## config.mk

```make
export PLATFORM = sky130hd
export DESIGN_NAME = mem_stage_flat
export DESIGN_NICKNAME = d
export VERILOG_FILES = /design/src/rtl/mem_stage_if.sv /design/src/rtl/mem_stage.sv /design/src/flat_wrapper.sv
export SDC_FILE = /design/constraint.sdc
export NUM_CORES = 1
export LEC_CHECK = 0
export BUFFER_PORTS_ARGS = -buffer_cell sky130_fd_sc_hd__buf_2
export CELL_PAD_IN_SITES_DETAIL_PLACEMENT = 2
export CELL_PAD_IN_SITES_GLOBAL_PLACEMENT = 2
export CORE_MARGIN = 1.5
export CORE_UTILIZATION = 24
export CTS_BUF_LIST = sky130_fd_sc_hd__clkbuf_8
export CTS_CLUSTER_DIAMETER = 80
export DETAILED_ROUTE_END_ITERATION = 10
export PLACE_DENSITY = 0.9
export SYNTH_ARGS = -nofsm -noshare
export SYNTH_HDL_FRONTEND = slang
export SYNTH_SLANG_ARGS = --single-unit
```

## constraint.sdc

```tcl
create_clock -name clk -period 2.45 [get_ports clk]
set_input_delay 0.3675 -clock clk [delete_from_list [all_inputs] [get_ports clk]]
set_output_delay 0.3675 -clock clk [all_outputs]
set_load 0.005 [all_outputs]
```

## src/rtl/mem_stage_if.sv

```systemverilog
// EXE->MEM->WB pipeline bus plus the data-SRAM port of the MEM stage.
// master is the MEM stage's view; slave is the surrounding pipeline/SRAM.
interface mem_stage_if;
  logic        exe_to_mem_valid;
  logic        mem_allowin;
  logic [31:0] exe_pc;
  logic [31:0] exe_result;
  logic        exe_res_from_mem;
  logic [7:0]  exe_mem_all;
  logic [5:0]  exe_rf_all;
  logic [31:0] exe_rkd_value;
  logic        data_sram_en;
  logic [3:0]  data_sram_we;
  logic [31:0] data_sram_addr;
  logic [31:0] data_sram_wdata;
  logic [31:0] data_sram_rdata;
  logic        wb_allowin;
  logic        mem_to_wb_valid;
  logic        mem_valid;
  logic [31:0] mem_pc;
  logic [5:0]  mem_rf_all;
  logic [31:0] mem_final_result;
  logic [37:0] mem_fwd_all;

  modport master (
    input  exe_to_mem_valid, exe_pc, exe_result, exe_res_from_mem, exe_mem_all,
           exe_rf_all, exe_rkd_value, data_sram_rdata, wb_allowin,
    output mem_allowin, data_sram_en, data_sram_we, data_sram_addr, data_sram_wdata,
           mem_to_wb_valid, mem_valid, mem_pc, mem_rf_all, mem_final_result, mem_fwd_all
  );

  modport slave (
    output exe_to_mem_valid, exe_pc, exe_result, exe_res_from_mem, exe_mem_all,
           exe_rf_all, exe_rkd_value, data_sram_rdata, wb_allowin,
    input  mem_allowin, data_sram_en, data_sram_we, data_sram_addr, data_sram_wdata,
           mem_to_wb_valid, mem_valid, mem_pc, mem_rf_all, mem_final_result, mem_fwd_all
  );
endinterface

```

## src/rtl/mem_stage.sv

```systemverilog
// MEM stage: SRAM request issued on EXE->MEM transfer, load data aligned one cycle later.
// Never stalls itself; holds state (and buffered read data) only while WB back-pressures.
module mem_stage (
  input  logic        clk,
  input  logic        resetn,
  mem_stage_if.master bus
);
  logic        mem_valid;
  logic        mem_first;
  logic [31:0] mem_pc;
  logic [31:0] mem_result;
  logic        mem_res_from_mem;
  logic        mem_ld_b;
  logic        mem_ld_h;
  logic        mem_ld_w;
  logic        mem_ld_ue;
  logic [1:0]  mem_off;
  logic [5:0]  mem_rf_all;
  logic [31:0] rdata_buf;

  logic        xfer;
  logic        st_mem_we;
  logic        st_b;
  logic        st_h;
  logic        st_w;
  logic [1:0]  st_off;
  logic [3:0]  we_sel;
  logic [31:0] wdata_sel;
  logic [31:0] rd_data;
  logic [7:0]  ld_byte;
  logic [15:0] ld_half;
  logic [31:0] load_data;
  logic [31:0] final_result;

  assign bus.mem_allowin     = ~mem_valid | bus.wb_allowin;
  assign bus.mem_to_wb_valid = mem_valid;
  assign xfer                = bus.exe_to_mem_valid & bus.mem_allowin;

  assign st_mem_we = bus.exe_mem_all[7];
  assign st_b      = bus.exe_mem_all[2];
  assign st_h      = bus.exe_mem_all[1];
  assign st_w      = bus.exe_mem_all[0];
  assign st_off    = bus.exe_result[1:0];

  always_comb begin
    we_sel    = 4'b0000;
    wdata_sel = bus.exe_rkd_value;
    if (st_b) begin
      we_sel    = 4'b0001 << st_off;
      wdata_sel = {4{bus.exe_rkd_value[7:0]}};
    end else if (st_h) begin
      we_sel    = st_off[1] ? 4'b1100 : 4'b0011;
      wdata_sel = {2{bus.exe_rkd_value[15:0]}};
    end else if (st_w) begin
      we_sel    = 4'b1111;
    end
  end

  // Gated by xfer so a store held in EXE during a stall is written exactly once.
  assign bus.data_sram_en    = xfer & (bus.exe_res_from_mem | st_mem_we);
  assign bus.data_sram_we    = (xfer & st_mem_we) ? we_sel : 4'b0000;
  assign bus.data_sram_addr  = bus.exe_result;
  assign bus.data_sram_wdata = wdata_sel;

  always_ff @(posedge clk) begin
    if (!resetn) begin
      mem_valid        <= 1'b0;
      mem_first        <= 1'b0;
      mem_pc           <= 32'd0;
      mem_result       <= 32'd0;
      mem_res_from_mem <= 1'b0;
      mem_ld_b         <= 1'b0;
      mem_ld_h         <= 1'b0;
      mem_ld_w         <= 1'b0;
      mem_ld_ue        <= 1'b0;
      mem_off          <= 2'd0;
      mem_rf_all       <= 6'd0;
      rdata_buf        <= 32'd0;
    end else begin
      if (bus.mem_allowin) mem_valid <= bus.exe_to_mem_valid;
      mem_first <= xfer;
      if (xfer) begin
        mem_pc           <= bus.exe_pc;
        mem_result       <= bus.exe_result;
        mem_res_from_mem <= bus.exe_res_from_mem;
        mem_ld_b         <= bus.exe_mem_all[6];
        mem_ld_h         <= bus.exe_mem_all[5];
        mem_ld_w         <= bus.exe_mem_all[4];
        mem_ld_ue        <= bus.exe_mem_all[3];
        mem_off          <= bus.exe_result[1:0];
        mem_rf_all       <= bus.exe_rf_all;
      end
      if (mem_first) rdata_buf <= bus.data_sram_rdata;
    end
  end

  // SRAM read data is only live in the first MEM cycle; afterwards replay the capture.
  assign rd_data = mem_first ? bus.data_sram_rdata : rdata_buf;
  assign ld_byte = rd_data[{mem_off, 3'b000} +: 8];
  assign ld_half = rd_data[{mem_off[1], 4'b0000} +: 16];

  always_comb begin
    load_data = 32'd0;
    if (mem_ld_b)      load_data = {{24{~mem_ld_ue & ld_byte[7]}}, ld_byte};
    else if (mem_ld_h) load_data = {{16{~mem_ld_ue & ld_half[15]}}, ld_half};
    else if (mem_ld_w) load_data = rd_data;
  end

  assign final_result         = mem_res_from_mem ? load_data : mem_result;
  assign bus.mem_valid        = mem_valid;
  assign bus.mem_pc           = mem_pc;
  assign bus.mem_rf_all       = mem_rf_all;
  assign bus.mem_final_result = final_result;
  assign bus.mem_fwd_all      = {mem_rf_all[5] & mem_valid, mem_rf_all[4:0], final_result};
endmodule

```

## src/flat_wrapper.sv

```systemverilog
// flat-port wrapper written by rule: the top's interface ports become plain ports
module mem_stage_flat 
  (clk, resetn, bus_exe_to_mem_valid, bus_exe_pc, bus_exe_result, bus_exe_res_from_mem, bus_exe_mem_all, bus_exe_rf_all, bus_exe_rkd_value, bus_data_sram_rdata, bus_wb_allowin, bus_mem_allowin, bus_data_sram_en, bus_data_sram_we, bus_data_sram_addr, bus_data_sram_wdata, bus_mem_to_wb_valid, bus_mem_valid, bus_mem_pc, bus_mem_rf_all, bus_mem_final_result, bus_mem_fwd_all);
  mem_stage_if bus_i ();
  input  logic clk;
  input  logic resetn;
  input wire logic [$bits(bus_i.exe_to_mem_valid)-1:0] bus_exe_to_mem_valid;
  input wire logic [$bits(bus_i.exe_pc)-1:0] bus_exe_pc;
  input wire logic [$bits(bus_i.exe_result)-1:0] bus_exe_result;
  input wire logic [$bits(bus_i.exe_res_from_mem)-1:0] bus_exe_res_from_mem;
  input wire logic [$bits(bus_i.exe_mem_all)-1:0] bus_exe_mem_all;
  input wire logic [$bits(bus_i.exe_rf_all)-1:0] bus_exe_rf_all;
  input wire logic [$bits(bus_i.exe_rkd_value)-1:0] bus_exe_rkd_value;
  input wire logic [$bits(bus_i.data_sram_rdata)-1:0] bus_data_sram_rdata;
  input wire logic [$bits(bus_i.wb_allowin)-1:0] bus_wb_allowin;
  output wire logic [$bits(bus_i.mem_allowin)-1:0] bus_mem_allowin;
  output wire logic [$bits(bus_i.data_sram_en)-1:0] bus_data_sram_en;
  output wire logic [$bits(bus_i.data_sram_we)-1:0] bus_data_sram_we;
  output wire logic [$bits(bus_i.data_sram_addr)-1:0] bus_data_sram_addr;
  output wire logic [$bits(bus_i.data_sram_wdata)-1:0] bus_data_sram_wdata;
  output wire logic [$bits(bus_i.mem_to_wb_valid)-1:0] bus_mem_to_wb_valid;
  output wire logic [$bits(bus_i.mem_valid)-1:0] bus_mem_valid;
  output wire logic [$bits(bus_i.mem_pc)-1:0] bus_mem_pc;
  output wire logic [$bits(bus_i.mem_rf_all)-1:0] bus_mem_rf_all;
  output wire logic [$bits(bus_i.mem_final_result)-1:0] bus_mem_final_result;
  output wire logic [$bits(bus_i.mem_fwd_all)-1:0] bus_mem_fwd_all;
  assign bus_i.exe_to_mem_valid = bus_exe_to_mem_valid;
  assign bus_i.exe_pc = bus_exe_pc;
  assign bus_i.exe_result = bus_exe_result;
  assign bus_i.exe_res_from_mem = bus_exe_res_from_mem;
  assign bus_i.exe_mem_all = bus_exe_mem_all;
  assign bus_i.exe_rf_all = bus_exe_rf_all;
  assign bus_i.exe_rkd_value = bus_exe_rkd_value;
  assign bus_i.data_sram_rdata = bus_data_sram_rdata;
  assign bus_i.wb_allowin = bus_wb_allowin;
  assign bus_mem_allowin = bus_i.mem_allowin;
  assign bus_data_sram_en = bus_i.data_sram_en;
  assign bus_data_sram_we = bus_i.data_sram_we;
  assign bus_data_sram_addr = bus_i.data_sram_addr;
  assign bus_data_sram_wdata = bus_i.data_sram_wdata;
  assign bus_mem_to_wb_valid = bus_i.mem_to_wb_valid;
  assign bus_mem_valid = bus_i.mem_valid;
  assign bus_mem_pc = bus_i.mem_pc;
  assign bus_mem_rf_all = bus_i.mem_rf_all;
  assign bus_mem_final_result = bus_i.mem_final_result;
  assign bus_mem_fwd_all = bus_i.mem_fwd_all;
  mem_stage u_core (.clk(clk), .resetn(resetn), .bus(bus_i));
endmodule
```

==> impl_metrics.yaml, run 1 <==
sta:
  slew_violations: 0
  setup_viol: 51
  period_share_pct: 107
  fin_ws_ns: -0.161
  final-hold-violation-count: 0
  fmax_ghz: 0.383
  rsz0062_at_grt: "true"
  fin_skew_ns: 0.0221
  post-route-min-period_ns: 2.61
  setup-tns-final_ns: -5.76
  tightestPinTransition_ns: 0.597
  slew_headroom_pct: 59.9
routing:
  first_pass_iters: 4
  viasPerCell: 4.65
  vias: 6162
  drc: 0
  drtIter0Drc: 178
  wl_per_cell_um: 20.0
  ant_nets: 0
  wirelength_mm: 26.5
clock_network:
  cts_tree: "yes"
  path_clk_slew_ns: 0.12
  postCtsHoldBufs: 0
  ctsLongestPathBuffers: 2
  cts_sinks: 109
  cts-buffers-inserted: 9
  htreeDepth: 3
  clock-root-buffer: "clkbuf_8"
  clk_latency_ns: 0.40
placement:
  dp_hpwl_mm: 19.3
  gp_congestion: 0.793
  port_buffers: 326
power:
  pwr-share-seq_pct: 45.7
  p_int_mw: 2.81
  swShare_pct: 33.5
  irDropWorstVdd_uv: 254
  power_leakage_nw: 3.83
  power_density_nw_per_um2: 506
  p_sw_mw: 1.42
  power_frac_comb_pct: 27.6
  p_total_mw: 4.23
  clockPowerShare_pct: 26.7
synth:
  syn_avg_cell_area_um2: 7.97
  syn-num-nets: 892
  synth.cell_area_um2: 5940
  synthArstFlopShare_pct: 0
  synthCells: 745
  synth_top_flop_cell: "dfxtp_1"
  yosysWarningCount: 0
  ys_seq_area_share_pct: 36.7
  synth_edf_count: 0
  ys_types: 43
  synth_seq_cells: 109
layout:
  final_common_cell: "buf_2"
  drive_gt1_share_pct: 49.0
  fin_util_pct: 34.3
  fin_nets: 1140
  final_cell_mix: "buf_2, nand2_1, dfxtp_1"
  area_growth_pct: 40.6
floorplanning:
  core_area_um2: 24300
  die_area_um2: 25700
  fp.dieH_um: 160
  io_pins: 327
  start_util_pct: 24.4
  num_rows: 57
  die_w_um: 160
worst_setup_path:
  critPathRequiredTime_ns: 2.08
  path_max_fanout: 7
  slowest_stage: "mux4_2"
  cp_slowest_stage_delay_ns: 0.53
  critPathLaunchType: "flop"
  cp_data_arrival_time_ns: 2.24
  worstPathCellList: "mux4_2 -> o21a_1 -> o31ai_4 -> buf_6 -> clkbuf_16 -> a21oi_1 -> buf_2"
  reg2reg_slack_ns: 0.71
  crit_type: "reg -> out"
  critPathCaptureType: "primary output"
outcome:
  run_status: "finished, violations left"
  violations: "setup timing"
run:
  max_cap_violations: 0
global_routing:
  track_usage_pct: 19.9
  antenna_found_initial: 6
  grt_pass1_vias: 6788
  grt_overflow: 0
  grt_pass1_wl_mm: 39.3
  grt_max_degree: 57
hold_path:
  min_path_type: "in -> reg"
==> worst max-delay path, delay by kind of cell (launching register included) <==
| kind | cells | cell delay (ns) |
|---|---|---|
| multiplexers | 1 | 0.53 |
| AO/OA/AOI/OAI | 3 | 0.46 |
| buffers and inverters | 3 | 0.44 |
| flip-flops | 1 | 0.42 |
==> area by class of cell <==
type | instances | area [um^2]
Clock buffer | 9 | 124
Sequential cell | 109 | 2200
Timing Repair Buffer | 366 | 2080
Multi-Input combinational cell | 495 | 3420
Antenna cell | 3 | 7.51
Fill cell | 2775 | 16000
Inverter | 12 | 45.0
Tap cell | 324 | 405
Clock inverter | 7 | 66.3
==> state kept, by name, summed over array words and instances, names as in the netlist <==
name / cells
u_core.bus.mem_pc: 32
u_core.mem_result: 32
u_core.rdata_buf: 32
u_core.bus.mem_rf_all: 6
u_core.bus.mem_to_wb_valid: 1
u_core.mem_first: 1
u_core.mem_ld_b: 1
u_core.mem_ld_h: 1
u_core.mem_ld_ue: 1
u_core.mem_ld_w: 1
u_core.mem_res_from_mem: 1
==> cell usage after synthesis (2+ instances only) <==
cell type	count	area share, %
nor3_1	2	0.17
nand3b_1	2	0.25
buf_4	78	9.9
a31oi_1	6	0.63
o22ai_1	2	0.21
buf_1	9	0.57
dfxtp_1	109	37
clkbuf_1	35	2.2
mux2_2	36	6.8
nand2b_1	10	1.1
mux2i_1	18	3.0
o21ai_0	20	1.7
a21oi_1	28	2.4
buf_2	5	0.42
o21a_1	6	0.76
nor2_1	37	2.3
nor2b_1	15	1.6
or3b_2	2	0.30
inv_1	10	0.63
buf_6	2	0.38
nand2_1	184	12
a21boi_0	76	9.6
and2_1	27	2.8
a221oi_1	5	0.74
nand3_1	3	0.25
==> routing by layer <==
layer  wire, um  vias up  GRT usage [%]
li1           -     2870              -
met1      10200     3001           21.1
met2      14100      257           38.2
met3       1640       30           5.50
met4        488        4           5.06
met5         30        -              0
==> through the flow <==
step	setup WS (ns)	hold WS, ns	area, um^2	instances
detailed placement	0.0177	0.459	7410	1289
finish	-0.161	0.209	8350	1325
floorplan	0.300	0.443	5940	745
CTS	-0.190	0.183	8020	1311
global placement	0.0822	0.447	7410	1289
global route	-0.243	0.201	8350	1323
==> kinds of logic (layout without fill, tap and decap cells) <==
kind of cell / after synthesis / after routing / share of synthesized area (%)
and+or+nand+nor: 284 / 284 / 20.6
AOI/OAI and AO/OA: 156 / 156 / 18.2
buffers and inverters: 141 / 394 / 14.2
DFF: 109 / 109 / 36.7
muxes: 55 / 55 / 10.2
other: 0 / 3 / 0
==> worst paths after layout <==
check                              from                       end  depth (start not counted)
min                      bus_exe_pc[22]     u_core.bus.mem_pc[22]                          3
max                    u_core.mem_first  bus_mem_final_result[26]                          7
min reg2reg       u_core.bus.mem_pc[28]     u_core.bus.mem_pc[28]                          2
max reg2reg  u_core.bus.mem_to_wb_valid     u_core.mem_result[26]                          5
==> what timing repair did <==
item / CTS / global route
endpoints found under the setup margin: 64 / 64
pin swaps: 7 / 9
buffers inserted: 5 / 11
gates cloned: 1 / 1
resized for setup: 72 / 50
==> power by group through the flow <==
stage / sequential (mW) / combinational, mW / clock (mW)
global placement: 1.96 / 0.958 / 0
CTS: 1.93 / 1.09 / 1.18
detailed placement: 1.97 / 0.998 / 0
floorplan: 1.95 / 0.573 / 0
finish: 1.93 / 1.17 / 1.13
global route: 1.95 / 1.27 / 1.24
No activity file was read; power rests on OpenSTA's default activity.
==> inputs of run 2 (changes only) <==
--- a/config.mk
+++ b/config.mk
@@ -11,9 +11,8 @@
 export CORE_MARGIN = 1.5
 export CORE_UTILIZATION = 24
 export CTS_BUF_LIST = sky130_fd_sc_hd__clkbuf_8
-export CTS_CLUSTER_DIAMETER = 80
 export DETAILED_ROUTE_END_ITERATION = 10
-export PLACE_DENSITY = 0.9
+export PLACE_DENSITY = 0.8
 export SYNTH_ARGS = -nofsm -noshare
 export SYNTH_HDL_FRONTEND = slang
 export SYNTH_SLANG_ARGS = --single-unit
==> constraint.sdc (replaced) <==
create_clock -name clk -period 2.45 [get_ports clk]
set_input_delay 0.3675 -clock clk [delete_from_list [all_inputs] [get_ports clk]]
set_output_delay 0.3675 -clock clk [all_outputs]
set_load 0.02 [all_outputs]
==> run 2 against run 1 <==
The flow still finishes with violations (setup timing); worst hold slack got worse by 0.0096 ns; global-route usage decreased by 0.50 points; register-to-register slack better by 0.08 ns; design area up 4.4%; fmax shrank 4.4%; critical endpoint is now bus_mem_final_result[11]; largest power group unchanged.
==> impl_metrics.yaml, run 2 (synthesis gave the netlist of run 1 again) <==
clock_network:
  cts-buffers-inserted: 9
  postCtsHoldBufs: 0
  clk_latency_ns: 0.42
  clock-root-buffer: "clkbuf_8"
  cts_tree: "yes"
  ctsLongestPathBuffers: 2
  htreeDepth: 3
  cts_sinks: 109
  path_clk_slew_ns: 0.14
sta:
  slew_headroom_pct: 59.6
  fin_ws_ns: -0.282
  final-hold-violation-count: 0
  fin_skew_ns: 0.0332
  fmax_ghz: 0.366
  slew_violations: 0
  period_share_pct: 112
  post-route-min-period_ns: 2.73
  rsz0062_at_grt: "true"
  tightestPinTransition_ns: 0.605
  setup_viol: 64
routing:
  drtIter0Drc: 193
  drc: 0
  viasPerCell: 4.65
  wirelength_mm: 27.8
  vias: 6198
  wl_per_cell_um: 20.8
  ant_nets: 0
  first_pass_iters: 4
placement:
  dp_hpwl_mm: 19.1
  port_buffers: 326
  pre_cts_slack_ns: 0.0112
  placed_cell_area_um2: 7440
  gp_congestion: 0.755
global_routing:
  antenna_found_initial: 4
  grt_overflow: 0
  grt_pass1_wl_mm: 38.1
  grt_max_degree: 60
  track_usage_pct: 19.4
  grt_pass1_vias: 6589
worst_setup_path:
  path_max_fanout: 7
  reg2reg_slack_ns: 0.79
  r2r_cells: 5
  cp_data_arrival_time_ns: 2.36
  rr_startpoint: "u_core.bus.mem_to_wb_valid"
  crit_type: "reg -> out"
  critPathLaunchType: "flop"
  r2r-end: "u_core.mem_result[6]"
  critPathCaptureType: "primary output"
  critPathRequiredTime_ns: 2.08
layout:
  fin_nets: 1149
  final_cell_mix: "buf_2, nand2_1, dfxtp_1"
  final_common_cell: "buf_2"
  fillers: 2783
  area_growth_pct: 46.8
  drive_gt1_share_pct: 49.6
  fin_area_um2: 8720
  reg_top3: "u_core.bus.mem_pc x32, u_core.mem_result x32, u_core.rdata_buf x32"
run:
  max_cap_violations: 0
floorplanning:
  core_area_um2: 24300
  die_w_um: 160
  num_rows: 57
  fp.dieH_um: 160
  start_util_pct: 24.4
  io_pins: 327
  die_area_um2: 25700
power:
  power_density_nw_per_um2: 528
  irDropWorstVdd_uv: 289
  p_total_mw: 4.60
  power_leakage_nw: 3.95
outcome:
  run_status: "finished, violations left"
  violations: "setup timing"
hold_path:
  hold_depth: 3
  min_path_type: "in -> reg"
  holdPathEnd: "u_core.mem_result[27]"
  min_from: "bus_exe_result[27]"
## run 2: cell types whose count changed in the layout (fill, tap and decap cells not counted), moves of 5 or more
cell	delta
buf_4	+23
buf_2	-48
mux2_2	+6
a21oi_4	+8
mux2_4	-6
buf_6	+32
a21oi_2	-5
## run 2: timing repair
item	in CTS	in global routing
cloned	1	0
gates resized for setup	133	80
pin swaps	11	11
endpoints found under the setup margin	64	64
setup buffers	5	16
## run 2: critical path, stage by stage, from the launching register on
cell      delay, ns
dfxtp_4        0.43
buf_4          0.13
buf_8          0.14
mux2_4         0.34
mux2_4         0.29
a221oi_4       0.32
a21oi_2        0.13
buf_4          0.18
## run 2: metrics by stage
stage	util, %	instances	hold slack, ns	setup TNS [ns]
2_1_floorplan	-	745	0.443	0
3_3_place_gp	30.6	1293	0.446	0
3_5_place_dp	30.6	1293	0.457	0
4_1_cts	33.9	1315	0.190	-8.83
5_1_grt	35.8	1331	0.185	-16.44
6_report	35.9	1333	0.200	-12.41
## run 2: worst max path at each step
stage	cells past startpoint	to	start	slack (ns)
global route	7	bus_mem_final_result[11]	u_core.mem_first	-0.33
finish	7	bus_mem_final_result[11]	u_core.mem_first	-0.28
CTS	7	bus_mem_final_result[24]	u_core.mem_first	-0.21
global placement	6	bus_mem_fwd_all[11]	u_core.mem_first	0.03
floorplan	6	bus_mem_fwd_all[15]	u_core.mem_result[0]	0.05
detailed placement	6	bus_mem_final_result[11]	u_core.mem_first	0.01
## run 2: final cells by class
cell class | instances | area (um^2) | share of cell area, %
Clock buffer | 9 | 124 | 1.42
Multi-Input combinational cell | 495 | 3480 | 39.9
Clock inverter | 7 | 57.6 | 0.660
Sequential cell | 109 | 2190 | 25.2
Inverter | 12 | 45.0 | 0.517
Antenna cell | 2 | 5.00 | 0.0574
Timing Repair Buffer | 375 | 2410 | 27.6
Tap cell | 324 | 405 | 4.65
## run 2: where the power goes
group	total (mW)	switching, mW	internal [mW]
Clock	1.12	0.733	0.386
Sequential	1.93	0.0631	1.87
Combinational	1.55	0.906	0.643
## run 2: metal layers
layer,track usage (%),up-vias,routed length [um]
met4,5.73,2,525
met1,20.9,3021,10500
met3,5.45,35,1640
met2,36.4,256,15100
li1,-,2884,-
met5,0,-,13
